--- config.mk ---
export PLATFORM = sky130hd
export DESIGN_NAME = spi_burst_ctrl
export DESIGN_NICKNAME = d
export VERILOG_FILES = /design/src/rtl/spi_burst_ctrl.sv
export SDC_FILE = /design/constraint.sdc
export NUM_CORES = 1
export LEC_CHECK = 0
export ABC_AREA = 1
export CAP_MARGIN = 20
export CORE_MARGIN = 3
export CORE_UTILIZATION = 35
export CTS_CLUSTER_SIZE = 28
export DETAILED_ROUTE_END_ITERATION = 7
export PLACE_DENSITY = 0.54
export SLEW_MARGIN = 20
export SYNTH_ARGS = -nofsm -noshare
export SYNTH_HDL_FRONTEND = slang
export SYNTH_SLANG_ARGS = --single-unit
--- constraint.sdc ---
create_clock -name clk -period 1.75 [get_ports clk]
set_input_delay 0.175 -clock clk [delete_from_list [all_inputs] [get_ports clk]]
set_output_delay 0.175 -clock clk [all_outputs]
set_load 0.005 [all_outputs]
--- src/rtl/spi_burst_ctrl.sv ---
// spi_burst_ctrl: feeds queued TX bytes and dummy read-burst bytes to an SPI byte
// engine one at a time, buffers the kept replies in an RX FIFO and owns chip select.
module spi_burst_ctrl #(
    parameter int         FIFO_DEPTH = 4,
    parameter logic [7:0] DUMMY_BYTE = 8'hFF
) (
    input  logic                         clk,
    input  logic                         rst_n,
    input  logic [7:0]                   wr_data,
    input  logic                         wr_en,
    input  logic                         rx_keep,
    output logic                         tx_full,
    input  logic                         rd_en,
    output logic [7:0]                   rd_data,
    output logic                         rx_empty,
    output logic [$clog2(FIFO_DEPTH):0]  rx_count,
    input  logic [7:0]                   burst_len,
    input  logic                         burst_start,
    input  logic                         cs_wr,
    input  logic                         cs_val,
    output logic                         spi_cs_n,
    output logic                         xfer_active,
    output logic [7:0]                   eng_txdata,
    output logic                         eng_txstart,
    input  logic [7:0]                   eng_rxdata,
    input  logic                         eng_busy
);

    localparam int AW = $clog2(FIFO_DEPTH);
    localparam int CW = AW + 1;
    localparam logic [CW-1:0] FULL_CNT = CW'(FIFO_DEPTH);

    typedef enum logic [1:0] {S_IDLE, S_START, S_ACK, S_DONE} state_t;

    state_t          r_state;
    state_t          w_stateNext;
    logic [8:0]      r_txMem [FIFO_DEPTH];
    logic [AW-1:0]   r_txWp;
    logic [AW-1:0]   r_txRp;
    logic [CW-1:0]   r_txCount;
    logic [7:0]      r_rxMem [FIFO_DEPTH];
    logic [AW-1:0]   r_rxWp;
    logic [AW-1:0]   r_rxRp;
    logic [CW-1:0]   r_rxCount;
    logic [7:0]      r_burstCnt;
    logic            r_cs;
    logic            r_keep;
    logic            r_txstart;
    logic [7:0]      r_txdata;

    logic w_txEmpty;
    logic w_rxFull;
    logic w_txPush;
    logic w_txPop;
    logic w_dummyTake;
    logic w_rxPush;
    logic w_rxPop;

    assign w_txEmpty   = (r_txCount == '0);
    assign w_rxFull    = (r_rxCount == FULL_CNT);
    assign tx_full     = (r_txCount == FULL_CNT);
    assign rx_empty    = (r_rxCount == '0);
    assign rx_count    = r_rxCount;
    assign rd_data     = r_rxMem[r_rxRp];
    assign w_txPush    = wr_en && !tx_full;
    assign w_rxPop     = rd_en && !rx_empty;
    assign spi_cs_n    = !r_cs;
    assign xfer_active = (r_state != S_IDLE) || !w_txEmpty || (r_burstCnt != 8'd0);
    assign eng_txdata  = r_txdata;
    assign eng_txstart = r_txstart;

    // A new byte is only launched while the RX FIFO has room for its reply.
    always_comb begin
        w_stateNext = r_state;
        w_txPop     = 1'b0;
        w_dummyTake = 1'b0;
        w_rxPush    = 1'b0;
        case (r_state)
            S_IDLE: begin
                if (!w_rxFull) begin
                    if (!w_txEmpty) begin
                        w_txPop     = 1'b1;
                        w_stateNext = S_START;
                    end else if (r_burstCnt != 8'd0) begin
                        w_dummyTake = 1'b1;
                        w_stateNext = S_START;
                    end
                end
            end
            S_START: w_stateNext = S_ACK;
            S_ACK: begin
                if (eng_busy) w_stateNext = S_DONE;
            end
            S_DONE: begin
                if (!eng_busy) begin
                    w_rxPush    = r_keep;
                    w_stateNext = S_IDLE;
                end
            end
            default: w_stateNext = S_IDLE;
        endcase
    end

    always_ff @(posedge clk or negedge rst_n) begin
        if (!rst_n) begin
            r_state   <= S_IDLE;
            r_txstart <= 1'b0;
            r_txdata  <= 8'h00;
            r_keep    <= 1'b0;
        end else begin
            r_state   <= w_stateNext;
            r_txstart <= (w_stateNext == S_START);
            if (w_txPop) begin
                r_txdata <= r_txMem[r_txRp][7:0];
                r_keep   <= r_txMem[r_txRp][8];
            end else if (w_dummyTake) begin
                r_txdata <= DUMMY_BYTE;
                r_keep   <= 1'b1;
            end
        end
    end

    always_ff @(posedge clk or negedge rst_n) begin
        if (!rst_n) begin
            for (int i = 0; i < FIFO_DEPTH; i++) r_txMem[i] <= '0;
            r_txWp    <= '0;
            r_txRp    <= '0;
            r_txCount <= '0;
        end else begin
            if (w_txPush) begin
                r_txMem[r_txWp] <= {rx_keep, wr_data};
                r_txWp          <= r_txWp + 1'b1;
            end
            if (w_txPop) r_txRp <= r_txRp + 1'b1;
            case ({w_txPush, w_txPop})
                2'b10:   r_txCount <= r_txCount + 1'b1;
                2'b01:   r_txCount <= r_txCount - 1'b1;
                default: r_txCount <= r_txCount;
            endcase
        end
    end

    always_ff @(posedge clk or negedge rst_n) begin
        if (!rst_n) begin
            for (int i = 0; i < FIFO_DEPTH; i++) r_rxMem[i] <= '0;
            r_rxWp    <= '0;
            r_rxRp    <= '0;
            r_rxCount <= '0;
        end else begin
            if (w_rxPush) begin
                r_rxMem[r_rxWp] <= eng_rxdata;
                r_rxWp          <= r_rxWp + 1'b1;
            end
            if (w_rxPop) r_rxRp <= r_rxRp + 1'b1;
            case ({w_rxPush, w_rxPop})
                2'b10:   r_rxCount <= r_rxCount + 1'b1;
                2'b01:   r_rxCount <= r_rxCount - 1'b1;
                default: r_rxCount <= r_rxCount;
            endcase
        end
    end

    // Burst reload only when the counter has drained; chip select only while quiet.
    always_ff @(posedge clk or negedge rst_n) begin
        if (!rst_n) begin
            r_burstCnt <= 8'd0;
            r_cs       <= 1'b0;
        end else begin
            if (w_dummyTake) begin
                r_burstCnt <= r_burstCnt - 1'b1;
            end else if (burst_start && (r_burstCnt == 8'd0)) begin
                r_burstCnt <= burst_len;
            end
            if (cs_wr && !xfer_active) r_cs <= cs_val;
        end
    end

endmodule

==> metrics.txt, run 1 <==
hold path start cs_val; vias per cell 4.74; Critical Path End Type register; outcome finished clean; Port Buffers 56; largest cells by area after synthesis dfrtp_1 54%, o21ai_0 12%, nand2_1 9.7%; Primary FF master, synth dfrtp_1; DP Wirelength 7360 um; commonest cells after routing, fill and taps aside 120 x nand2_1, 103 x dfrtp_1, 101 x o21ai_0; worst-margin pin slew 594 ps; fmax 0.579 GHz; WP data arrival 1960 ps; reg2reg setup slack 20 ps; Slew Limit Headroom 0.604; n_diodes 0; Placer Congestion 0.769; Cell Rows 42; final hold vios 0; total track usage 0.156; worst vdd rail ir drop 0.756 mV; Clock Power Share 0.168; Synth Register Bits 103; final instance area 6240 um^2; Gate power share 0.459; Gate Count Post-Synth 554; core area 13300 um^2; area of the die 15100 um^2; critical path class register to register; Initial Util 0.359; area share of the largest cell type after synthesis 0.540; H-tree depth 3; clk slew on worst S/H paths 60 ps; Power Internal 0.00701 W; Post-DP Area 5840 um^2; worst-path maximum fanout 4; max-slew violations 0; sequential power share 0.374; post-synthesis cell type count 28; total grt overflow 0; Clock Sinks 103; Root Buffer clkbuf_16; worst reg2reg path startpoint rx_count[0]; Leak 2.99 nW; Setup Skew 6.97 ps; largest net degree at the start of global routing 104; Horiz. Die Dim 123 um; Syn Nets 600; initial antenna violation count 0; Routed WL 11200 um; most common cell after layout, fill and taps aside nand2_1; ys async rst share 1.00; 1st-iter DRT viols 293; Setup-failing EPs final 0; WL/cell 13.4 um; first-pass GRT wire length 18500 um; pre-CTS WS -241 ps; Max-Cap Viols 0; Clock Latency Late Sink 340 ps; Worst Reg-to-Reg Cells 8; worst hold path cell count 3; Num CTS Buffers 9; RR Endpoint rx_count[2]; CTS tree yes; routed vias 3980; TritonRoute pass-1 iters 4; switching share of total power 0.373; fin crit share 0.987; pwr dens 1790 nW/um^2; Seq/Total Area, Yosys 0.540; Yosys top cell by area dfrtp_1; Post-synth EDFFs 0; I/O pin count 57; Min-Delay Endpoint r_cs; Post-DRT Antenna Nets 0; Hold Path Class input pin to register; RSZ-0062 raised after global routing yes; vias in the first global route 3934; final worst slack 22.1 ps; Net Switching 0.00417 W; drt drc 0; Synth Cell Area 4770 um^2; CP startpoint kind register; Area Overhead vs Synth 30.7%; Required @ worst endpoint 1980 ps; post-layout min period 1730 ps; Final nets 707; layout cells sized above 1 0.173; deepest clock path buffer count 2; Die Ht 123 um; yosys warns 0; post-layout power 0.0112 W; Synth Area per Inst 8.62 um^2
worst max-delay path by stage:
| stage | from | slack [ps] | endpoint | cells past startpoint |
|---|---|---|---|---|
| floorplan | r_txCount[0] | 1 | r_txCount[2] | 9 |
| global placement | rd_en | -200 | rx_count[2] | 9 |
| detailed placement | rd_en | -240 | rx_count[2] | 9 |
| CTS | r_rxRp[0] | -20 | rd_data[7] | 6 |
| global route | rx_count[2] | -80 | rx_count[2] | 8 |
| finish | rx_count[0] | 20 | rx_count[2] | 8 |
stage by stage:
stage               hold WS (ps)  cells   util  setup TNS [ps]
floorplan                   -121    554      -               0
global placement             289    817  0.440            -293
detailed placement           294    817  0.440            -447
CTS                          376    836  0.464           -31.4
global route                 391    839  0.469            -168
finish                       388    839  0.469               0
metal layers:
| layer | vias to the layer above | global-route usage | share of wire |
|---|---|---|---|
| li1 | 2003 | - | - |
| met1 | 1898 | 0.195 | 0.47 |
| met2 | 73 | 0.264 | 0.49 |
| met3 | 6 | 0.0461 | 0.042 |
| met4 | 0 | 0.0406 | 0.0069 |
| met5 | - | 0 | 0 |
timing repair:
item / CTS / global route
buffers inserted: 5 / 3
hold buffers: 1 / 0
pin swaps: 3 / 8
endpoints found under the setup margin: 12 / 14
endpoints found under the hold margin: 103 / 0
gates resized for setup: 29 / 27
power groups by stage:
| stage | clock network [W] | registers [W] | logic, W |
|---|---|---|---|
| 2_1_floorplan | 0 | 0.00408 | 0.00286 |
| 3_3_place_gp | 0 | 0.00414 | 0.00488 |
| 3_5_place_dp | 0 | 0.00418 | 0.00499 |
| 4_1_cts | 0.00195 | 0.00416 | 0.00504 |
| 5_1_grt | 0.00205 | 0.00433 | 0.00581 |
| 6_report | 0.00187 | 0.00417 | 0.00513 |
area by class of cell:
class,count,area [um^2]
well taps,176,220
fillers,1313,7060
clock buffers,12,267
clock inverters,1,5.00
repair buffers,113,986
flip-flops and latches,103,2580
multi-input cells,388,2010
inverters,46,173
worst max-delay path, cell delays in order, from the launching register on:
cell and delay [ps]:
dfrtp_1 420, nor3_2 80, nor2_2 160, ha_2 200, inv_2 40, fa_2 370
a21oi_2 150, o21ai_2 70, xnor2_1 120
kinds of logic (layout without fill, tap and decap cells):
logic type                 count (synthesis)  in the layout  share of synthesized area
and+or+nand+nor                          227            227                      0.193
AOI/OAI and AO/OA                        134            134                      0.146
DFF                                      103            103                      0.540
buffers and inverters                     63            172                     0.0584
xor gates and xnor gates                  14             14                     0.0257
adders and majority gates                 13             13                     0.0372
synthesized netlist by cell type (all sizes together), types with 4 or more instances:
cell type / count
a21oi: 4
buf: 7
clkbuf: 10
dfrtp: 103
ha: 11
inv: 45
nand2: 129
nand3: 15
nor2: 79
o21ai: 112
o22ai: 17
xnor2: 5
xor2: 9
registers in the layout (all words and copies together) (netlist names):
signal,count
r_txMem,36
eng_txstart,1
r_cs,1
r_burstCnt,8
r_rxMem,32
r_keep,1
rx_count,3
r_state,2
r_txRp,2
r_rxWp,2
r_txWp,2
eng_txdata,8
r_rxRp,2
r_txCount,3
(Power assumes the default switching activity.)
==> run 2, diff against run 1 <==
CORE_MARGIN = 10   (was 3)
REMOVE_ABC_BUFFERS = 1   (was unset)
==> run 2 against run 1 <==
Via count increased by 0.28%; critical path type is now register to output pin; clock power rose by 16%; sequential share of layout area down 0.72 points; die area rose by 24%; critical endpoint is now rd_data[0].
==> metrics.txt, run 2 (synthesis gave the netlist of run 1 again) <==
n_diodes 0 (unchanged); worst-margin pin slew 445 ps (was 594 ps); Setup Skew 9.33 ps (was 6.97 ps); Setup-failing EPs final 0 (unchanged); TNS Setup 0 ps (unchanged); worst-path maximum fanout 11 (was 4); pwr dens 1820 nW/um^2 (was 1790 nW/um^2); worst vdd rail ir drop 0.715 mV (was 0.756 mV); fmax 0.596 GHz (was 0.579 GHz); max-slew violations 0 (unchanged); Hold Path Class input pin to async pin (was input pin to register); clk slew on worst S/H paths 70 ps (was 60 ps); outcome finished clean (unchanged); critical path class register to output pin (was register to register); WP data arrival 1500 ps (was 1960 ps); Placer Congestion 0.777 (was 0.769); Largest register FFs 36 (unchanged); Required @ worst endpoint 1570 ps (was 1980 ps); H-tree depth 3 (unchanged); Root Buffer clkbuf_16 (unchanged); Post-DRT Antenna Nets 0 (unchanged); total track usage 0.132 (was 0.156); Horiz. Die Dim 137 um (was 123 um); CTS tree yes (unchanged); Routed WL 11600 um (was 11200 um); RSZ-0062 raised after global routing yes (unchanged); Initial Util 0.359 (unchanged); TritonRoute pass-1 iters 4 (unchanged); commonest cells after routing, fill and taps aside 119 x nand2_1, 103 x o21ai_0, 103 x dfrtp_1 (was 120 x nand2_1, 103 x dfrtp_1, 101 x o21ai_0); Port Buffers 56 (unchanged); final worst slack 71.5 ps (was 22.1 ps); Max-Cap Viols 0 (unchanged); Final nets 707 (unchanged); WL/cell 13.7 um (was 13.4 um); Num CTS Buffers 9 (unchanged); CP startpoint kind register (unchanged); I/O pin count 57 (unchanged); deepest clock path buffer count 2 (unchanged); Clock Sinks 103 (unchanged); 1st-iter DRT viols 259 (was 293); layout cells sized above 1 0.174 (was 0.173); initial antenna violation count 0 (unchanged); final instance area 6350 um^2 (was 6240 um^2); total grt overflow 0 (unchanged); largest net degree at the start of global routing 43 (was 104); filler cell count 1324 (was 1313); top flop regs r_txMem: 36 flops, r_rxMem: 32 flops (unchanged); drt drc 0 (unchanged); core area 13300 um^2 (unchanged); Hold WS 311 ps (was 388 ps); fin crit share 0.959 (was 0.987); pre-CTS WS -223 ps (was -241 ps); Slew Limit Headroom 0.704 (was 0.604); Critical Path End Type output pin (was register); Leak 3.03 nW (was 2.99 nW); Clock Latency Late Sink 350 ps (was 340 ps); most common cell after layout, fill and taps aside nand2_1 (unchanged); routed vias 3991 (was 3980); first-pass GRT wire length 20000 um (was 18500 um); Die Ht 137 um (was 123 um); DP Wirelength 8090 um (was 7360 um); area of the die 18700 um^2 (was 15100 um^2); vias per cell 4.74 (about the same); vias in the first global route 4113 (was 3934); final hold vios 0 (unchanged); Area Overhead vs Synth 33.0% (was 30.7%); Largest Register r_txMem (unchanged); Post-DP Area 5830 um^2 (was 5840 um^2); Cell Rows 42 (unchanged); post-layout min period 1680 ps (was 1730 ps)
run 2: report_power, final:
part           switching (W)  internal (W)  leakage (nW)
logic                0.00272       0.00253          1.59
registers           0.000644       0.00350          1.28
clock network       0.000885       0.00127         0.158
run 2: timing repair:
item,in CTS,in global routing
pin swaps,4,11
setup endpoints to repair,21,30
resized for setup,33,31
hold buffers,1,0
setup buffers,3,6
hold endpoints to repair,29,0
run 2: final timing paths:
check                                  from             to  slack (ps)  cells after the start
worst min register to register  r_rxMem[16]    r_rxMem[16]         480                      2
max in group asynchronous             rst_n  r_burstCnt[0]         860                      3
worst max register to register  rx_count[1]   r_txCount[2]          70                      9
worst min-delay path                  rst_n     r_rxMem[0]         310                      2
min in group clk                     cs_val           r_cs         390                      3
worst max-delay path              r_rxRp[0]     rd_data[0]          70                      5
run 2: routing by layer:
layer | vias up | share of wire | track usage
li1 | 2017 | - | -
met1 | 1898 | 0.44 | 0.155
met2 | 63 | 0.50 | 0.226
met3 | 13 | 0.049 | 0.0414
met4 | 0 | 0.013 | 0.0427
met5 | - | 0 | 0
run 2: through the flow:
step	power [W]	std cells	util
4_1_cts	0.0115	837	0.469
6_report	0.0116	842	0.478
5_1_grt	0.0126	842	0.478
2_1_floorplan	0.00680	537	-
3_3_place_gp	0.00900	817	0.439
3_5_place_dp	0.00916	817	0.439
run 2: critical path, cell delays in order (launching register included):
cell and delay (ps):
dfrtp_1 400, buf_6 150, buf_4 130, o21ai_1 120
o22ai_1 90, dlygate4sd2_1 270
run 2: cell type report:
cell class / instances / area (um^2) / share of cell area
Multi-Input combinational cell: 388 / 2040 / 0.321
Timing Repair Buffer: 113 / 1010 / 0.160
Clock inverter: 3 / 46.3 / 0.00729
Tap cell: 176 / 220 / 0.0347
Sequential cell: 103 / 2580 / 0.406
Inverter: 46 / 173 / 0.0272
Clock buffer: 13 / 280 / 0.0441
==> run 3, diff against run 2 <==
CORE_MARGIN = unset   (was 10)
==> run 3 against run 2 <==
Global-route usage is 3.6 points higher; via count is 0.20% lower; sequential share of layout area is 0.62 points higher; clock power is 13% lower; design area is 1.5% lower; core utilization is 0.72 points lower; sequential cell count stayed put; fmax is 3.5% lower; critical path depth is 4 higher; clock skew is 2.5 ps lower; combinational power is 0.8% lower; critical path type is now register to register; critical endpoint is now r_txCount[2]; largest cell class unchanged; highest routed layer unchanged.
==> metrics.txt, run 3 (synthesis gave the netlist of run 1 again) <==
outcome finished clean (unchanged); Placer Congestion 0.832 (was 0.777); Max-Cap Viols 0 (unchanged); Die Ht 119 um (was 137 um); Routed WL 11100 um (was 11600 um); worst-path maximum fanout 2 (was 11); vias per cell 4.74 (about the same); Root Buffer clkbuf_16 (unchanged); DP Wirelength 7370 um (was 8090 um); Clock Sinks 103 (unchanged); Hold Path Class input pin to async pin (unchanged); drt drc 0 (unchanged); max incr delay on CP 380 ps (was 400 ps); commonest cells after routing, fill and taps aside 120 x nand2_1, 103 x dfrtp_1, 98 x o21ai_0 (was 119 x nand2_1, 103 x o21ai_0, 103 x dfrtp_1); Setup Skew 6.83 ps (was 9.33 ps); Cell Rows 42 (unchanged); 1st-iter DRT viols 225 (was 259); Clock Latency Late Sink 350 ps (about the same); Setup-failing EPs final 0 (unchanged); RSZ-0062 raised after global routing yes (unchanged); layout cells sized above 1 0.163 (was 0.174); worst-margin pin slew 585 ps (was 445 ps); Area Overhead vs Synth 31.0% (was 33.0%); Initial Util 0.359 (unchanged); TritonRoute pass-1 iters 7 (was 4); Horiz. Die Dim 119 um (was 137 um); first-pass GRT wire length 18500 um (was 20000 um); Num CTS Buffers 9 (unchanged); CTS tree yes (unchanged); Required @ worst endpoint 1990 ps (was 1570 ps); core area 13300 um^2 (unchanged); worst vdd rail ir drop 0.681 mV (was 0.715 mV); WP data arrival 1980 ps (was 1500 ps); Leak 3.00 nW (was 3.03 nW); post-layout min period 1740 ps (was 1680 ps); Post-DRT Antenna Nets 0 (unchanged); Final nets 705 (was 707); I/O pin count 57 (unchanged); pwr dens 1800 nW/um^2 (was 1820 nW/um^2); total track usage 0.168 (was 0.132); vias in the first global route 3912 (was 4113); critical path class register to register (was register to output pin); initial antenna violation count 0 (unchanged); n_diodes 0 (unchanged); largest net degree at the start of global routing 104 (was 43); max-slew violations 0 (unchanged); TNS Setup 0 ps (unchanged); CP max stage cell dfrtp_1 (unchanged); routed vias 3983 (was 3991); worst path cell trace nor2_1 -> nand2_1 -> nand2_2 -> nor2_4 -> ha_4 -> fa_2 -> a21oi_2 -> o21ai_2 -> xor2_1 (was buf_6 -> buf_4 -> o21ai_1 -> o22ai_1 -> dlygate4sd2_1); area of the die 14100 um^2 (was 18700 um^2); final hold vios 0 (unchanged); fin crit share 0.994 (was 0.959); total grt overflow 0 (unchanged); H-tree depth 3 (unchanged); WL/cell 13.3 um (was 13.7 um); final non-filler cell total 840 (was 842); clk slew on worst S/H paths 70 ps (about the same); most common cell after layout, fill and taps aside nand2_1 (unchanged); deepest clock path buffer count 2 (unchanged); Critical Path End Type register (was output pin); Largest register FFs 36 (unchanged); fmax 0.575 GHz (was 0.596 GHz); cell count after placement 820 (was 817); top flop regs r_txMem: 36 flops, r_rxMem: 32 flops (unchanged); Slew Limit Headroom 0.610 (was 0.704); Port Buffers 56 (unchanged); Largest Register r_txMem (unchanged); CP startpoint kind register (unchanged)
## run 3: cell types whose count changed in the layout (fill, tap and decap cells not counted), sizes merged
cell           previous run  this run
bufinv                    1         0
clkdlybuf4s15             3         0
inv                      46        45
clkinv                    1         3
buf                      58        55
dlygate4sd2               6        10
## run 3: worst max-delay path, delay by kind of cell, from the launching register on
| family | cells | cell delay (ps) |
|---|---|---|
| xor gates and xnor gates | 1 | 140 |
| AOI/OAI and AO/OA | 2 | 230 |
| and+or+nand+nor | 4 | 370 |
| DFF | 1 | 380 |
| adders and majority gates | 2 | 520 |
## run 3: cell type report
class	instances	area [um^2]
Fill cell	1300	7040
Sequential cell	103	2580
Multi-Input combinational cell	388	2030
Timing Repair Buffer	111	980
Clock buffer	13	260
Tap cell	176	220
Inverter	46	173
Clock inverter	3	17.5
## run 3: what timing repair did
action / in CTS / in global routing
buffers inserted: 0 / 3
setup endpoints to repair: 14 / 25
pin swaps: 4 / 6
hold buffers: 1 / 0
resized for setup: 30 / 29
hold endpoints to repair: 103 / 0
## run 3: final timing paths
check,start,endpoint,slack (ps),depth (start not counted)
worst min-delay path,rst_n,r_rxMem[7],400,3
worst max-delay path,rx_count[1],r_txCount[2],10,9
worst max register to register,rx_count[1],r_txCount[2],10,9
max in group asynchronous,rst_n,eng_txdata[0],880,3
min in group clk,cs_val,r_cs,420,3
worst min register to register,r_txMem[16],r_txMem[16],480,2
## run 3: where the power goes
group          internal [W]  switching [W]
Combinational       0.00248        0.00273
Sequential          0.00350       0.000636
Clock               0.00104       0.000853
## run 3: metal layers
metal	GRT usage	wire [um]
met3	0.0492	474
met5	0	0
met4	0.0475	92
met2	0.280	5340
met1	0.211	5230
## run 3: through the flow
| step | util | worst slack [ps] | area [um^2] | total power (W) | hold slack (ps) |
|---|---|---|---|---|---|
| 2_1_floorplan | - | -200 | 4670 | 0.00680 | -121 |
| 3_3_place_gp | 0.439 | -160 | 5840 | 0.00901 | 286 |
| 3_5_place_dp | 0.439 | -211 | 5840 | 0.00918 | 299 |
| 4_1_cts | 0.465 | -34.5 | 6180 | 0.0112 | 400 |
| 5_1_grt | 0.470 | -93.4 | 6250 | 0.0122 | 421 |
| 6_report | 0.470 | 10.1 | 6250 | 0.0112 | 401 |
